===== src/rtl/rob_retire_ctl.sv =====
// rob_retire_ctl
//   In-order retirement controller for the reorder buffer.
//
//   Each cycle the controller examines the EXT_COUNT-entry head window. It
//   decides how many leading entries retire and drives the ROB consume
//   interface and the architectural register-file write lanes.
//
//   A committed store has to be alone at the head of the window. It is then
//   serialised through a request/acknowledge handshake with the store buffer.
//
//   A halt request stops retirement at the next safe point. When a store
//   handshake is in flight, that safe point is the end of the handshake.
//
// Ports
//   clock, reset_n        rising-edge clock, synchronous active-low reset
//   slot_*                head window contents; slot 0 is the oldest entry
//   head_idx              ROB index of slot 0, captured for store commits
//   consume/consume_count retire request to the ROB (count is entries - 1)
//   rf_wr_en/addr/data    one architectural RF write lane per window slot
//   st_commit_req/idx     registered store commit request to the store buffer
//   st_commit_ack         store buffer accepted the commit
//   halt_req/halted       drain request and registered halted status
//   retired_count         running count of non-killed retired instructions
module rob_retire_ctl #(
  parameter int EXT_COUNT    = 4,
  parameter int DEPTH        = 16,
  parameter int DEPTHLOG2    = $clog2(DEPTH),
  parameter int EXTCOUNTLOG2 = $clog2(EXT_COUNT),
  parameter int DATA_W       = 32
) (
  input  logic                    clock,
  input  logic                    reset_n,
  input  logic [EXT_COUNT-1:0]    slot_valid,
  input  logic [EXT_COUNT-1:0]    slot_kill,
  input  logic [EXT_COUNT-1:0]    slot_is_store,
  input  logic [4:0]              slot_dest_reg   [EXT_COUNT],
  input  logic [EXT_COUNT-1:0]    slot_dest_valid,
  input  logic [DATA_W-1:0]       slot_result     [EXT_COUNT],
  input  logic [DEPTHLOG2-1:0]    head_idx,
  output logic                    consume,
  output logic [EXTCOUNTLOG2-1:0] consume_count,
  output logic [EXT_COUNT-1:0]    rf_wr_en,
  output logic [4:0]              rf_wr_addr      [EXT_COUNT],
  output logic [DATA_W-1:0]       rf_wr_data      [EXT_COUNT],
  output logic                    st_commit_req,
  output logic [DEPTHLOG2-1:0]    st_commit_idx,
  input  logic                    st_commit_ack,
  input  logic                    halt_req,
  output logic                    halted,
  output logic [31:0]             retired_count
);

  // The window length must be able to represent EXT_COUNT itself.
  localparam int NW = EXTCOUNTLOG2 + 1;

  typedef enum logic [1:0] {
    S_RUN     = 2'd0,
    S_ST_WAIT = 2'd1,
    S_HALT    = 2'd2
  } state_t;

  state_t                 state_q, state_d;
  logic                   st_commit_req_q, st_commit_req_d;
  logic [DEPTHLOG2-1:0]   st_commit_idx_q, st_commit_idx_d;
  logic                   halted_q, halted_d;
  logic [31:0]            retired_count_q, retired_count_d;

  logic [NW-1:0]          win_len;
  logic                   head_store;
  logic [NW-1:0]          ret_len;
  logic                   ack_retire;
  logic [EXT_COUNT-1:0]   lane_retired;
  logic [EXT_COUNT-1:0]   lane_live;
  logic [EXT_COUNT-1:0]   lane_wr_raw;
  logic [NW-1:0]          live_cnt;

  // Number of set bits in a lane mask.
  function automatic logic [NW-1:0] popcount(input logic [EXT_COUNT-1:0] m);
    logic [NW-1:0] c;
    c = '0;
    for (int i = 0; i < EXT_COUNT; i++) begin
      c = c + NW'(m[i]);
    end
    return c;
  endfunction

  // Retire length is entries minus one; the value is don't-care at length 0.
  function automatic logic [EXTCOUNTLOG2-1:0] len_to_count(input logic [NW-1:0] len);
    logic [NW-1:0] m1;
    m1 = len - NW'(1);
    return m1[EXTCOUNTLOG2-1:0];
  endfunction

  // Window scan: retire contiguous valid slots. A live store may only retire
  // from slot 0, so the scan stops in front of a live store at any later
  // slot. A killed store retires like any other killed slot.
  always_comb begin
    logic stop;
    win_len    = '0;
    stop       = 1'b0;
    head_store = slot_valid[0] & ~slot_kill[0] & slot_is_store[0];
    for (int i = 0; i < EXT_COUNT; i++) begin
      if (!stop) begin
        if (!slot_valid[i]) begin
          stop = 1'b1;
        end else if ((i > 0) && slot_is_store[i] && !slot_kill[i]) begin
          stop = 1'b1;
        end else begin
          win_len = win_len + NW'(1);
        end
      end
    end
  end

  // Next-state logic: window retirement, store handshake and halt control.
  always_comb begin
    state_d         = state_q;
    st_commit_req_d = st_commit_req_q;
    st_commit_idx_d = st_commit_idx_q;
    ret_len         = '0;
    ack_retire      = 1'b0;
    unique case (state_q)
      S_RUN: begin
        if (halt_req) begin
          state_d = S_HALT;
        end else if (head_store) begin
          // The request is registered, so it is seen one cycle after the
          // store reaches slot 0.
          state_d         = S_ST_WAIT;
          st_commit_req_d = 1'b1;
          st_commit_idx_d = head_idx;
        end else begin
          ret_len = win_len;
        end
      end
      S_ST_WAIT: begin
        // An ack counts only while the request is actually up. A pending
        // halt waits until the handshake has finished.
        if (st_commit_req_q && st_commit_ack) begin
          ack_retire      = slot_valid[0];
          st_commit_req_d = 1'b0;
          state_d         = halt_req ? S_HALT : S_RUN;
        end
      end
      S_HALT: begin
        if (!halt_req) begin
          state_d = S_RUN;
        end
      end
      default: begin
        state_d = S_RUN;
      end
    endcase
    halted_d = (state_d == S_HALT);
  end

  // Lane masks and register-file write enables. When several retiring lanes
  // target the same register, only the youngest of them writes it.
  always_comb begin
    lane_retired = '0;
    lane_live    = '0;
    lane_wr_raw  = '0;
    rf_wr_en     = '0;
    for (int i = 0; i < EXT_COUNT; i++) begin
      lane_retired[i] = (NW'(i) < ret_len);
      lane_live[i]    = lane_retired[i] & ~slot_kill[i];
      lane_wr_raw[i]  = lane_live[i] & slot_dest_valid[i] & (slot_dest_reg[i] != 5'd0);
    end
    for (int i = 0; i < EXT_COUNT; i++) begin
      logic shadowed;
      shadowed = 1'b0;
      for (int j = i + 1; j < EXT_COUNT; j++) begin
        if (lane_wr_raw[j] && (slot_dest_reg[j] == slot_dest_reg[i])) begin
          shadowed = 1'b1;
        end
      end
      rf_wr_en[i] = reset_n & lane_wr_raw[i] & ~shadowed;
    end
    for (int i = 0; i < EXT_COUNT; i++) begin
      rf_wr_addr[i] = slot_dest_reg[i];
      rf_wr_data[i] = slot_result[i];
    end
  end

  // A committed store retires alone, with a count field of 0.
  always_comb begin
    consume         = reset_n & ((ret_len != '0) | ack_retire);
    consume_count   = ack_retire ? '0 : len_to_count(ret_len);
    live_cnt        = popcount(lane_live) + NW'(ack_retire);
    retired_count_d = retired_count_q + 32'(live_cnt);
  end

  // ---- state registers ----
  always_ff @(posedge clock) begin
    if (!reset_n) begin
      state_q         <= S_RUN;
      st_commit_req_q <= 1'b0;
      st_commit_idx_q <= '0;
      halted_q        <= 1'b0;
      retired_count_q <= '0;
    end else begin
      state_q         <= state_d;
      st_commit_req_q <= st_commit_req_d;
      st_commit_idx_q <= st_commit_idx_d;
      halted_q        <= halted_d;
      retired_count_q <= retired_count_d;
    end
  end

  assign st_commit_req = st_commit_req_q;
  assign st_commit_idx = st_commit_idx_q;
  assign halted        = halted_q;
  assign retired_count = retired_count_q;

endmodule


===== config.mk =====
export PLATFORM = sky130hd
export DESIGN_NAME = rob_retire_ctl
export DESIGN_NICKNAME = d
export VERILOG_FILES = /design/src/rtl/rob_retire_ctl.sv
export SDC_FILE = /design/constraint.sdc
export NUM_CORES = 1
export LEC_CHECK = 0
export CAP_MARGIN = 15
export CELL_PAD_IN_SITES_DETAIL_PLACEMENT = 0
export CELL_PAD_IN_SITES_GLOBAL_PLACEMENT = 1
export CORE_ASPECT_RATIO = 0.7
export CORE_MARGIN = 5
export CORE_UTILIZATION = 19
export DETAILED_ROUTE_END_ITERATION = 7
export PLACE_DENSITY = 0.9
export RECOVER_POWER = 100
export SLEW_MARGIN = 20
export SYNTH_ARGS = -nofsm -noshare
export SYNTH_HDL_FRONTEND = slang
export SYNTH_SLANG_ARGS = --single-unit

===== constraint.sdc =====
create_clock -name clock -period 6.05 [get_ports clock]
set_clock_uncertainty 0.2 [all_clocks]
set_input_delay 1.21 -clock clock [delete_from_list [all_inputs] [get_ports clock]]
set_output_delay 1.21 -clock clock [all_outputs]
set_load 0.05 [all_outputs]

==> metrics.txt <==
Post-route DRC 0; number of global-route vias before repair 2628; Synth warnings 0; clk root buf clkbuf_16; synth unique cells between 50 and 60; reg-to-reg setup timing slack 1.98 ns; worst r2r path cells 15; Num CTS Buffers 5; Top FF cell, synth dfxtp_1; Placed Instance Area 0.00406 mm2; Synth top area share 30.6%; nets 597; PnR Total Power around 740 uW; Layout area overhead 15.5%; Worst Hold Class register to register; fin crit period a little under 6 ns; fin crit share 97.2%; register area share after synthesis between 20% and 30%; Worst-Skew Late Latency 0.29 ns; result of the run finished, final reports clean; peak supply drop 0.0892 mV; Die W 175 um; LEAKAGE about 0.0017 uW; met3 wire length 1.80 mm; cell taking the most area after synthesis buf_4; share of flip-flops with an asynchronous set or reset 0%; internal power 528 uW; starting DRC count in detailed routing 88; placed cell count 648; Hold Vio Cnt, Final 0; Worst EP arrival 4.47 ns; Post-Syn Instances 435; switching share of power between 20 and 30%; share of layout cells above drive strength 1 12.0%; Comb pwr share 21.8%; Max clock buf depth 2; TritonCTS Sinks 40; Net Switching 210 uW; Hold Path Origin retired_count[31]$_SDFF_PN0_; Worst Max-Slew Pin Slew 0.813 ns; Slew Viols, Final 0; endpoints failing setup 0; Clk pwr share 41.9%; Rows 42; top layer in use met5; post-route cell area 0.00420 mm2; #FFs+latches synth 40; CTS tree built; FMAX 170 MHz; drt wl/cell 17.2 um; initial antenna violation count 0; met1 WL around 5 mm; Worst-path clk slew about 0.06 ns; Mapped Nets 618; Critical Path RT 4.64 ns; power per cell area 176 mW/mm2; type of the worst setup path input port to primary output; post-route antenna net violation count 0; number of synthesized flops with an enable pin 0; htree depth 2; CP Capture Type primary output; Max-Cap Viols 0; I/O pin cnt 365; All-Layer GR Usage about a tenth; core area 0.0189 mm2; element type at the critical path start input port; CTS Hold Bufs 0; routed wire length approximately 11 mm; Worst Hold End retired_count[31]$_SDFF_PN0_; RSZ-0062 raised after global routing false; fin util between 20% and 30%; worst r2r src state_q[0]$_SDFF_PN0_; Slew HR 45.7%; Via Count 2667; GPL Wtd Cong 0.874; commonest non-fill, non-tap cell in the layout dlygate4sd3_1; vias per std cell 4.06; IO Port Bufs 108; mean post-synth cell area 8.36 um2; most frequent cells in the layout dlygate4sd3_1, dfxtp_1, clkdlybuf4s50_1; largest net degree at the start of global routing 36; Die Ht 126 um; Netlist Area Pre-Place 0.00364 mm2; post-DP HPWL 9.01 mm; Area contributors post-synth buf_4, dfxtp_1, xor2_1; die area between 0.02 and 0.025 mm2; TritonRoute pass-1 iters 4; CP Max Fanout 4; Initial Util 19.3%; Non-Filler Instances 657; r2r endpoint retired_count[28]$_SDFF_PN0_; global route overflow 0; hold depth 2; metal2 WL between 4 and 5 mm; Antenna Cells 0; sequential share of power 36.3%; first-pass GRT wire length 16.5 mm
-- Yosys cell counts, types with 2 or more instances --
cell type / instances
nor2b_1: 4
o21ai_0: 2
or4_1: 3
a21oi_1: 5
fa_1: 3
o2111a_1: 2
dfxtp_1: 40
nand2b_1: 4
and3_1: 7
a211oi_1: 3
nor2_1: 38
ha_1: 8
nand2_1: 12
or3_1: 5
buf_4: 148
o211a_1: 2
nand3_1: 17
and2_1: 6
nand4_1: 6
xor2_1: 30
clkbuf_1: 5
inv_1: 5
xnor2_1: 28
nor2_2: 2
nor3b_1: 3
a21o_1: 2
a31oi_1: 2
mux2i_1: 6
o21a_1: 2
nor3_1: 6
nand3b_1: 2
and4_1: 4
-- state kept, by name (all words and copies together), names as in the netlist --
| register | count |
|---|---|
| retired_count | 32 |
| halted | 1 |
| state_q | 2 |
| st_commit_idx | 4 |
| st_commit_req | 1 |
-- area by class of cell --
| type | instances | area (um2) |
|---|---|---|
| timing repair buffer | 125 | 1200 |
| fill | 2040 | 14700 |
| multi-input combinational | 234 | 1700 |
| inverter | 8 | 35.0 |
| clock inverter | 3 | 42.5 |
| tap | 242 | 303 |
| sequential | 40 | 801 |
| clock buffer | 5 | 125 |
-- power by group through the flow --
stage	Sequential, uW	Combinational (uW)	Clock (uW)
2_1_floorplan	280	313	0
3_3_place_gp	274	165	0
3_5_place_dp	274	166	0
4_1_cts	268	167	320
5_1_grt	268	172	330
6_report	268	161	309
-- timing repair --
action	in CTS	in global routing
pin swaps	1	6
setup buffers	0	1
setup endpoints to repair	9	20
hold endpoints to repair	0	0
resized for setup	4	9
-- metal layers --
metal	vias up	GRT usage, %
li1	1256	-
met1	1230	12.5
met2	155	12.0
met3	24	8.03
met4	2	2.59
met5	-	1.32
-- worst max path at each step --
stage / from / end / slack [ns] / cells past startpoint
after floorplan: slot_kill[1] / rf_wr_en[1] / 0.27 / 14
after global routing: slot_valid[1] / retired_count[28]$_SDFF_PN0_ / 0.01 / 24
after CTS: slot_kill[1] / retired_count[12]$_SDFF_PN0_ / 0.03 / 25
after global placement: slot_kill[1] / retired_count[24]$_SDFF_PN0_ / -0.29 / 25
after detailed placement: slot_kill[1] / retired_count[28]$_SDFF_PN0_ / -0.44 / 25
final: slot_valid[1] / rf_wr_en[1] / 0.17 / 16
-- per-stage QoR --
stage | hold WS [ns] | setup WS [ns] | TNS, ns
2_1_floorplan | 0.383 | 0.273 | 0
3_3_place_gp | 0.256 | -0.286 | -3.04
3_5_place_dp | 0.272 | -0.442 | -5.23
4_1_cts | 0.281 | 0.0313 | 0
5_1_grt | 0.298 | 0.0121 | 0
6_report | 0.275 | 0.172 | 0
-- kinds of logic (layout without fill, tap and decap cells) --
kind of cell             after synthesis  after routing  share of synthesized area (%)
XOR/XNOR                              58             58                           14.0
AO/OA/AOI/OAI                         30             30                           6.68
flip-flops                            40             40                           22.0
adder cells (fa/ha/maj)               11             11                           4.40
buffers and inverters                161            141                           32.0
multiplexers                           6              6                           1.65
AND/OR/NAND/NOR                      129            129                           19.2
-- critical path, stage by stage --
cell and delay, ns:
clkdlybuf4s50_1 0.49, nand2_2 0.08, a21oi_4 0.14, inv_2 0.05, and2_2 0.21, ha_1 0.20
o21bai_1 0.18, ha_1 0.21, nand2_1 0.07, nor2_2 0.04, xnor2_1 0.14, buf_4 0.15
or4_4 0.57, o41ai_2 0.37, a311oi_1 0.09, clkbuf_2 0.26
Power figures use the tool's default switching activity.
==> edit: new RTL, config.mk and constraints unchanged <==
The 3 states of `state_t` get a one-hot encoding in 3 bits.
--- a/src/rtl/rob_retire_ctl.sv
+++ b/src/rtl/rob_retire_ctl.sv
@@ -53,10 +53,10 @@
   // The window length must be able to represent EXT_COUNT itself.
   localparam int NW = EXTCOUNTLOG2 + 1;
 
-  typedef enum logic [1:0] {
-    S_RUN     = 2'd0,
-    S_ST_WAIT = 2'd1,
-    S_HALT    = 2'd2
+  typedef enum logic [2:0] {
+    S_RUN     = 3'b001,
+    S_ST_WAIT = 3'b010,
+    S_HALT    = 3'b100
   } state_t;
 
   state_t                 state_q, state_d;
Behaviour: no difference found for any inputs over 10 cycles, from zero or initial values and one cycle with reset_n low; not proved beyond that.
==> edit against the original RTL <==
Routed wire length grew 5.0%; die area increased by 3.2%; largest power group unchanged; sequential share of layout area shrank 0.66 points; global-route usage up 0.27 points; synthesized cell count rose by 5.7%; register-to-register slack lost 0.63 ns; maximum frequency up 1.0%; setup slack gained 0.060 ns; sequential cell count increased by 1; power increased by 3.0%; cell area increased by 6.2%; synthesized area up 3.4%; highest routed layer unchanged.
==> edit: results (changes against the original RTL) <==
| Metric | Value |
|---|---|
| Post-synthesis adder-cell area fraction | 0.0426 (was 0.0440) |
| Synth Area in Compound Gates | 0.0739 (was 0.0668) |
| Ys async rst share | 0 (unchanged) |
| Largest register FFs | 32 (unchanged) |
| Sequential share of the synthesized area | 0.218 (was 0.220) |
| DRT iter0 DRCs | 138 (was 88) |
| Hold Slack | 0.294 ns (was 0.275 ns) |
| Status | complete, no violations (unchanged) |
| Int Pwr | 0.541 mW (was 0.528 mW) |
| Reg2Reg Depth | 17 (was 15) |
| Reg2reg start | state_q[2]$_SDFF_PN0_ (was state_q[0]$_SDFF_PN0_) |
| Nets | 635 (was 597) |
| Crit path to | retired_count[24]$_SDFF_PN0_ (was rf_wr_en[1]) |
| Leakage | 1.74 nW (was 1.66 nW) |
| Crit-path max FO | 8 (was 4) |
| Xor and xnor fraction of the mapped netlist area | 0.128 (was 0.140) |
| Placer congestion estimate | 0.817 (was 0.874) |
| Via/cell ratio | 4.03 (was 4.06) |
| Share of cells above drive strength 1 | 0.143 (was 0.120) |
| H-tree levels | 2 (unchanged) |
| Flop2flop setup slack | 1.35 ns (was 1.98 ns) |
| Setup WS pre-CTS | -0.645 ns (was -0.442 ns) |
| Critical path data arrival time | 5.84 ns (was 4.47 ns) |
| Synth area leaders | buf_4 30%, dfxtp_1 22%, xnor2_1 6.5% (was buf_4 31%, dfxtp_1 22%, xor2_1 7.2%) |
| Largest stage delay, worst path | 0.55 ns (was 0.57 ns) |
| Vias in the first global route | 2787 (was 2628) |
| Final worst-path cycle share | 0.962 (was 0.972) |
| Worst Hold End | st_commit_idx[0]$_SDFFE_PN0P_ (was retired_count[31]$_SDFF_PN0_) |
| Multiplexer share of the synthesized area | 0.0133 (was 0.0165) |
| Overall routed net length | 11900 µm (was 11300 µm) |
| Critical-path top delay cell | fa_1 (was or4_4) |
| Peak VDD IR | 0.0825 mV (was 0.0892 mV) |
| Buffers on Ports | 108 (unchanged) |
| Delay-heaviest family, CP | adder cells (was simple AND/OR/NAND/NOR gates) |
| Distinct cells, synth | 50 (was 55) |
| Detailed Place HPWL | 9680 µm (was 9010 µm) |
| FF-to-FF End | retired_count[24]$_SDFF_PN0_ (was retired_count[28]$_SDFF_PN0_) |
| First-pass GRT wire length | 17300 µm (was 16500 µm) |
| Max-slew violation count | 0 (unchanged) |
| Hold wc startpoint | st_commit_idx[0]$_SDFFE_PN0P_ (was retired_count[31]$_SDFF_PN0_) |
| Worst slew pin tran | 0.894 ns (was 0.813 ns) |
| Commonest cells post-synth | 148 x buf_4, 41 x dfxtp_1, 38 x nor2_1 (was 148 x buf_4, 40 x dfxtp_1, 38 x nor2_1) |
| GRT Util Overall | 0.100 (was 0.0973) |
| Largest net degree at the start of global routing | 36 (unchanged) |
edit: what timing repair did:
item,in CTS,in global routing
buffers inserted,5,3
endpoints found under the setup margin,9,5
gates resized for setup,12,18
pin swaps,11,15
hold buffers,0,0
edit: layout make-up:
cell class | instances | area [µm²]
Clock inverter | 3 | 43.8
Timing Repair Buffer | 139 | 1280
Clock buffer | 5 | 125
Inverter | 12 | 45.0
Tap cell | 270 | 338
Multi-Input combinational cell | 253 | 1810
Fill cell | 2170 | 15200
Sequential cell | 41 | 821
edit: power groups by stage:
stage	Clock (mW)	Sequential (mW)	Combinational, mW
finish	0.314	0.276	0.170
floorplan	0	0.288	0.320
global placement	0	0.282	0.171
detailed placement	0	0.282	0.172
CTS	0.327	0.276	0.174
global route	0.338	0.276	0.181
edit: per-layer routing:
metal / vias up / global-route usage / part of all wire
li1: 1370 / - / -
met1: 1341 / 0.138 / 0.45
met2: 187 / 0.117 / 0.37
met3: 11 / 0.0737 / 0.16
met4: 4 / 0.0255 / 0.010
met5: - / 0.0307 / 0.0083
edit: worst register-to-register path: stages (launching register included):
cell and delay (ns):
dfxtp_1 0.40, nor4b_4 0.43, and4_4 0.31, o311ai_4 0.11, o31a_1 0.13, or2_4 0.26, fa_1 0.53, inv_1 0.05
fa_1 0.55, ha_2 0.20, inv_2 0.04, fa_2 0.34, nor2b_2 0.13, o2111a_2 0.23, nand4_1 0.11, buf_6 0.16
or3_1 0.32, a21oi_2 0.14
edit: through the flow:
stage	instances	power [mW]	area (µm²)
3_3_place_gp	707	0.453	4270
5_1_grt	723	0.796	4460
6_report	723	0.760	4460
3_5_place_dp	707	0.455	4270
4_1_cts	720	0.777	4500
2_1_floorplan	460	0.608	3780
